## config.mk

```make
export PLATFORM = sky130hd
export DESIGN_NAME = ctrl_regfile
export DESIGN_NICKNAME = d
export VERILOG_FILES = /design/src/rtl/ctrl_regfile.sv
export SDC_FILE = /design/constraint.sdc
export NUM_CORES = 1
export LEC_CHECK = 0
export ABC_AREA = 1
export CORE_ASPECT_RATIO = 1.2
export CORE_MARGIN = 1.5
export CORE_UTILIZATION = 34
export CTS_CLUSTER_SIZE = 8
export DETAILED_ROUTE_END_ITERATION = 8
export PLACE_DENSITY = 0.95
export SLEW_MARGIN = 0
export SYNTH_ARGS = -nofsm -noshare
export SYNTH_HDL_FRONTEND = slang
export SYNTH_SLANG_ARGS = --single-unit
```

## constraint.sdc

```tcl
create_clock -name CLK -period 2.3 [get_ports CLK]
set_input_delay 0.575 -clock CLK [delete_from_list [all_inputs] [get_ports CLK]]
set_output_delay 0.575 -clock CLK [all_outputs]
set_load 0.005 [all_outputs]
```

## src/rtl/ctrl_regfile.sv

```systemverilog
// Control register file: CONTROL/PROGBANK/KEY/STATUS registers, a two-key unlock
// sequence guarding the flash program bank, and the boot overlay (OVL) flag.
module ctrl_regfile #(
  parameter int          BANK_W      = 2,
  parameter int          OVL_TIMEOUT = 0,
  parameter logic [15:0] KEY1        = 16'hA5C3,
  parameter logic [15:0] KEY2        = 16'h5A3C,
  parameter logic [1:0]  Z2_DATA     = 2'd2
) (
  input  logic              CLK,
  input  logic              RESET_n,
  input  logic              AS_n,
  input  logic              RW,
  input  logic [23:16]      ADDR,
  input  logic [1:0]        REG_SEL,
  input  logic [15:0]       DIN,
  input  logic              ctrl_access,
  input  logic [1:0]        z2_state,
  input  logic              flash_enabled,
  input  logic [BANK_W-1:0] flash_bank,
  output logic [15:0]       DOUT,
  output logic              dtack,
  output logic              flash_a18,
  output logic [BANK_W-1:0] flash_ahi,
  output logic              OVL,
  output logic              mapram_en,
  output logic              otherram_en,
  output logic [1:0]        unlock_state_o
);

  typedef enum logic [1:0] {
    ST_LOCKED   = 2'd0,
    ST_KEY_OK   = 2'd1,
    ST_UNLOCKED = 2'd2
  } unlock_state_e;

  localparam logic [1:0] SEL_CONTROL  = 2'd0;
  localparam logic [1:0] SEL_PROGBANK = 2'd1;
  localparam logic [1:0] SEL_KEY      = 2'd2;

  localparam int CNT_W = (OVL_TIMEOUT > 1) ? $clog2(OVL_TIMEOUT) : 1;
  localparam logic [CNT_W-1:0] CNT_LAST =
    (OVL_TIMEOUT > 0) ? CNT_W'(OVL_TIMEOUT - 1) : '0;

  unlock_state_e     state_q, state_d;
  logic              ovl_q, ovl_d;
  logic              mapram_q, mapram_d;
  logic              other_q, other_d;
  logic [BANK_W-1:0] progbank_q, progbank_d;
  logic              done_q, done_d;
  logic [CNT_W-1:0]  cnt_q, cnt_d;

  logic accept;
  logic wr;
  logic cia_wr;

  always_ff @(posedge CLK or negedge RESET_n) begin
    if (!RESET_n) begin
      state_q    <= ST_LOCKED;
      ovl_q      <= 1'b1;
      mapram_q   <= 1'b0;
      other_q    <= 1'b0;
      progbank_q <= '0;
      done_q     <= 1'b0;
      cnt_q      <= '0;
    end else begin
      state_q    <= state_d;
      ovl_q      <= ovl_d;
      mapram_q   <= mapram_d;
      other_q    <= other_d;
      progbank_q <= progbank_d;
      done_q     <= done_d;
      cnt_q      <= cnt_d;
    end
  end

  // done latches the acceptance so a long strobe is serviced exactly once.
  always_comb begin
    accept     = (z2_state == Z2_DATA) && ctrl_access && !done_q;
    wr         = accept && !RW;
    cia_wr     = (ADDR == 8'hBF) && !RW && !AS_n;
    done_d     = done_q;
    mapram_d   = mapram_q;
    other_d    = other_q;
    progbank_d = progbank_q;
    ovl_d      = ovl_q;
    cnt_d      = cnt_q;
    state_d    = state_q;

    if (accept) begin
      done_d = 1'b1;
    end else if (AS_n) begin
      done_d = 1'b0;
    end

    if (wr) begin
      case (REG_SEL)
        SEL_CONTROL: begin
          if (DIN[0]) begin
            mapram_d = mapram_q | DIN[2];
            other_d  = other_q | DIN[1];
          end else if (DIN[1]) begin
            other_d = 1'b0;
          end
        end
        SEL_PROGBANK: begin
          if (state_q == ST_UNLOCKED) begin
            progbank_d = DIN[BANK_W-1:0];
            state_d    = ST_LOCKED;
          end
        end
        SEL_KEY: begin
          case (state_q)
            ST_LOCKED:   state_d = (DIN == KEY1) ? ST_KEY_OK : ST_LOCKED;
            ST_KEY_OK: begin
              if (DIN == KEY2)      state_d = ST_UNLOCKED;
              else if (DIN == KEY1) state_d = ST_KEY_OK;
              else                  state_d = ST_LOCKED;
            end
            default:     state_d = ST_LOCKED;
          endcase
        end
        default: ;
      endcase
    end

    // Overlay drops on a CIA write or after the optional timeout, whichever first.
    if (cia_wr) ovl_d = 1'b0;
    if ((OVL_TIMEOUT != 0) && ovl_q) begin
      if (cnt_q == CNT_LAST) ovl_d = 1'b0;
      else                   cnt_d = cnt_q + 1'b1;
    end
  end

  always_comb begin
    DOUT = 16'h0000;
    case (REG_SEL)
      2'd0:    DOUT = {13'b0, mapram_q, other_q, 1'b0};
      2'd1:    DOUT = {{(16-BANK_W){1'b0}}, progbank_q};
      2'd2:    DOUT = 16'h0000;
      default: DOUT = {{(8-BANK_W){1'b0}}, flash_bank, 4'b0,
                       (state_q == ST_UNLOCKED), flash_enabled, other_q, mapram_q};
    endcase
  end

  assign dtack          = done_q;
  assign flash_ahi      = (flash_enabled && !mapram_q) ? flash_bank : progbank_q;
  assign flash_a18      = (ovl_q && !ADDR[23]) ? 1'b1 : ADDR[19];
  assign OVL            = ovl_q;
  assign mapram_en      = mapram_q;
  assign otherram_en    = other_q;
  assign unlock_state_o = state_q;

endmodule

```

==> results.toml <==
[status]
status = "complete, no violations"

[clock_tree]
cts_buffers = 3
ctsLongestPathBuffers = 2
clk_pin_slew_ps = 50
worst_skew_pair.late_latency_ps = 260
cts_max_level = 1
cts_sinks = 8
clockRootBuffer = "clkbuf_4"
cts_hold_buf = 0
cts_tree = "built"

[place]
dpl_cell_area_um2 = 1230
place_ws_ps = -288
gp_congestion = 0.777
dp.cells = 192
port_buffers = 50
hpwlAfterDp_um = 1780

[critical_path]
start_kind = "primary input"
slowest_stage = "clkdlybuf4s50_1"
required_ps = 1730
worstPathCellList = "clkdlybuf4s50_1 > o21bai_1 > clkdlybuf4s50_1"
reg2reg_slack_ps = 1120
path_common_cell = "clkdlybuf4s50_1"
cpPeakStageDelay_ps = 520
path_buf_inv = 2
crit_family = "buffers and inverters"
crit_type = "primary input to primary output"
critPathArrivalTime_ps = 1670
end_kind = "primary output"
cp_max_fo = 2

[detailed_routing]
wl_um = 2030
routedWlPerCell_um = 10.3
dr.pass1.iters = 4
dr.first_iter.drc_count = 12
drc = 0
drtAntennaViolNets = 0
vias = 874
viasPerCell = 4.44

[yosys]
yosys-top-cells-count = "nand2_1, inv_1, nor2_1"
netlist_area_um2 = 719
yosys_register_bits = 8
ys_async_sr_fraction_pct = 100
synthFlopType = "dfrtp_1"
synth.most_common_cell = "nand2_1"
yosysUniqueCellTypes = 20
synth_edf_count = 0
synth_top_area_share_pct = 24.3
ys_warn_count = 0
synth_cells = 120
synth_top_area_cell = "dfrtp_1"
ys_seq_area_share_pct = 28.0
avgSynthCellArea_um2 = 6.00
yosys-top-cells-area = "dfrtp_1, nand2_1, inv_1"

[floorplan]
io_pins = 61
die-area_um2 = 2400
rows = 18
start_util_pct = 35.5
coreArea_um2 = 2030
die_w_um = 45.0
die_h_um = 53.4

[power_and_ir_drop]
power_uw = 400
p_int_uw = 296
seqPwrFrac_pct = 37.3
switching_share_pct = 26.1
combinationalPowerShare_pct = 33.4
ir_drop_mv = 0.304
power_density_nw_per_um2 = 316
power_frac_clock_pct = 29.3
p_switching_uw = 104
leakage_uw = 0.000653

[grt]
antenna_found_initial = 0
track_usage_pct = 18.2
first_global_vias = 837
grt_max_degree = 9
grt-ovfl-total = 0
grt_pass1_wl_um = 3180

[finish]
area_growth_pct = 76.3
n_antenna_cell = 0
fin_area_um2 = 1270
fin_util_pct = 62.6
num-nets-final = 214
layout.cells.non_filler = 197
nFillCells = 181
drive_gt1_share_pct = 10.2

[sta]
fin_skew_ps = 2.60
fin_crit_sh_pct = 97.8
fin_crit_ps = 2250
hold_violations = 0
fmax_ghz = 0.445
setup_viol = 0
timing.final.ws_setup_ps = 51.3
rsz0062_at_grt = "false"
finalMaxSlewViolations = 0

[flow_run]
cap_violations = 0

[worst_hold_path]
hold_path_class = "flop to flop"
[per-layer routing]
layer	global-route usage, %	wire (um)	vias up
li1	-	-	459
met1	17.7	743	383
met2	36.2	1180	30
met3	5.12	94	2
met4	4.41	9	0
met5	0	0	-
[stage by stage]
stage,hold WS (ps),setup TNS [ps]
final,479,0
after global routing,505,0
after CTS,486,0
after detailed placement,478,-1700
after global placement,459,-1350
after floorplan,279,0
[what timing repair did]
item                                    4_1_cts  5_1_grt
resized for setup                            11        3
setup buffers                                 0        1
pin swaps                                     1        1
endpoints found under the setup margin        8        3
[final cells by class]
type,count,area (um^2),share of cell area (%)
clock buffer,4,26.3,2.07
inverter,24,90.1,7.10
multi-input combinational,87,394,31.1
sequential,8,201,15.9
tap,20,25.0,1.97
timing repair buffer,54,532,41.9
[power by group through the flow]
stage | clock network (uW) | registers (uW) | logic (uW)
after floorplan | 0 | 152 | 46.7
after global placement | 0 | 152 | 131
after detailed placement | 0 | 152 | 135
after CTS | 125 | 149 | 133
after global routing | 130 | 150 | 147
final | 117 | 149 | 134
[state kept, by name, indices dropped and copies added, names as in the netlist]
signal and flops:
dtack 1, unlock_state_o 2, otherram_en 1, OVL 1
mapram_en 1, progbank_q 2
[worst register-to-register path, stage by stage, from the launching register on]
cell,delay [ps]
dfrtp_1,390
nor2_1,150
nand3_2,170
nor2_2,160
nand2_1,70
nand2_1,80
nand2_1,50
[cell families after synthesis]
kind of cell | Yosys count | synth area share (%)
flops | 8 | 28.0
buf+inv | 34 | 23.0
other cells | 1 | 0.521
compound gates | 10 | 8.18
simple gates | 67 | 40.3
[path summary, 6_finish.rpt]
| check | endpoint | from | cells after the start |
|---|---|---|---|
| min in group asynchronous | dtack | RESET_n | 1 |
| setup / recovery | flash_a18 | ADDR[19] | 3 |
| setup reg to reg | otherram_en | dtack | 6 |
| max in group asynchronous | OVL | RESET_n | 1 |
| hold reg to reg | OVL | OVL | 2 |
| hold / removal | OVL | OVL | 2 |
[cells in the final DEF (no fill, tap or decap), types with 2 or more instances in the layout]
master            n
clkdlybuf4s50_1  42
nand2_1          33
inv_1            23
nor2_1           14
conb_1           10
dfrtp_1           7
nand3_1           6
o21ai_0           5
dlygate4sd2_1     4
buf_4             4
nor2_2            3
nor3_1            3
nand4_1           3
clkbuf_4          3
nand2_2           2
dlymetal6s2s_1    2
No activity file was read; power rests on OpenSTA's default activity.
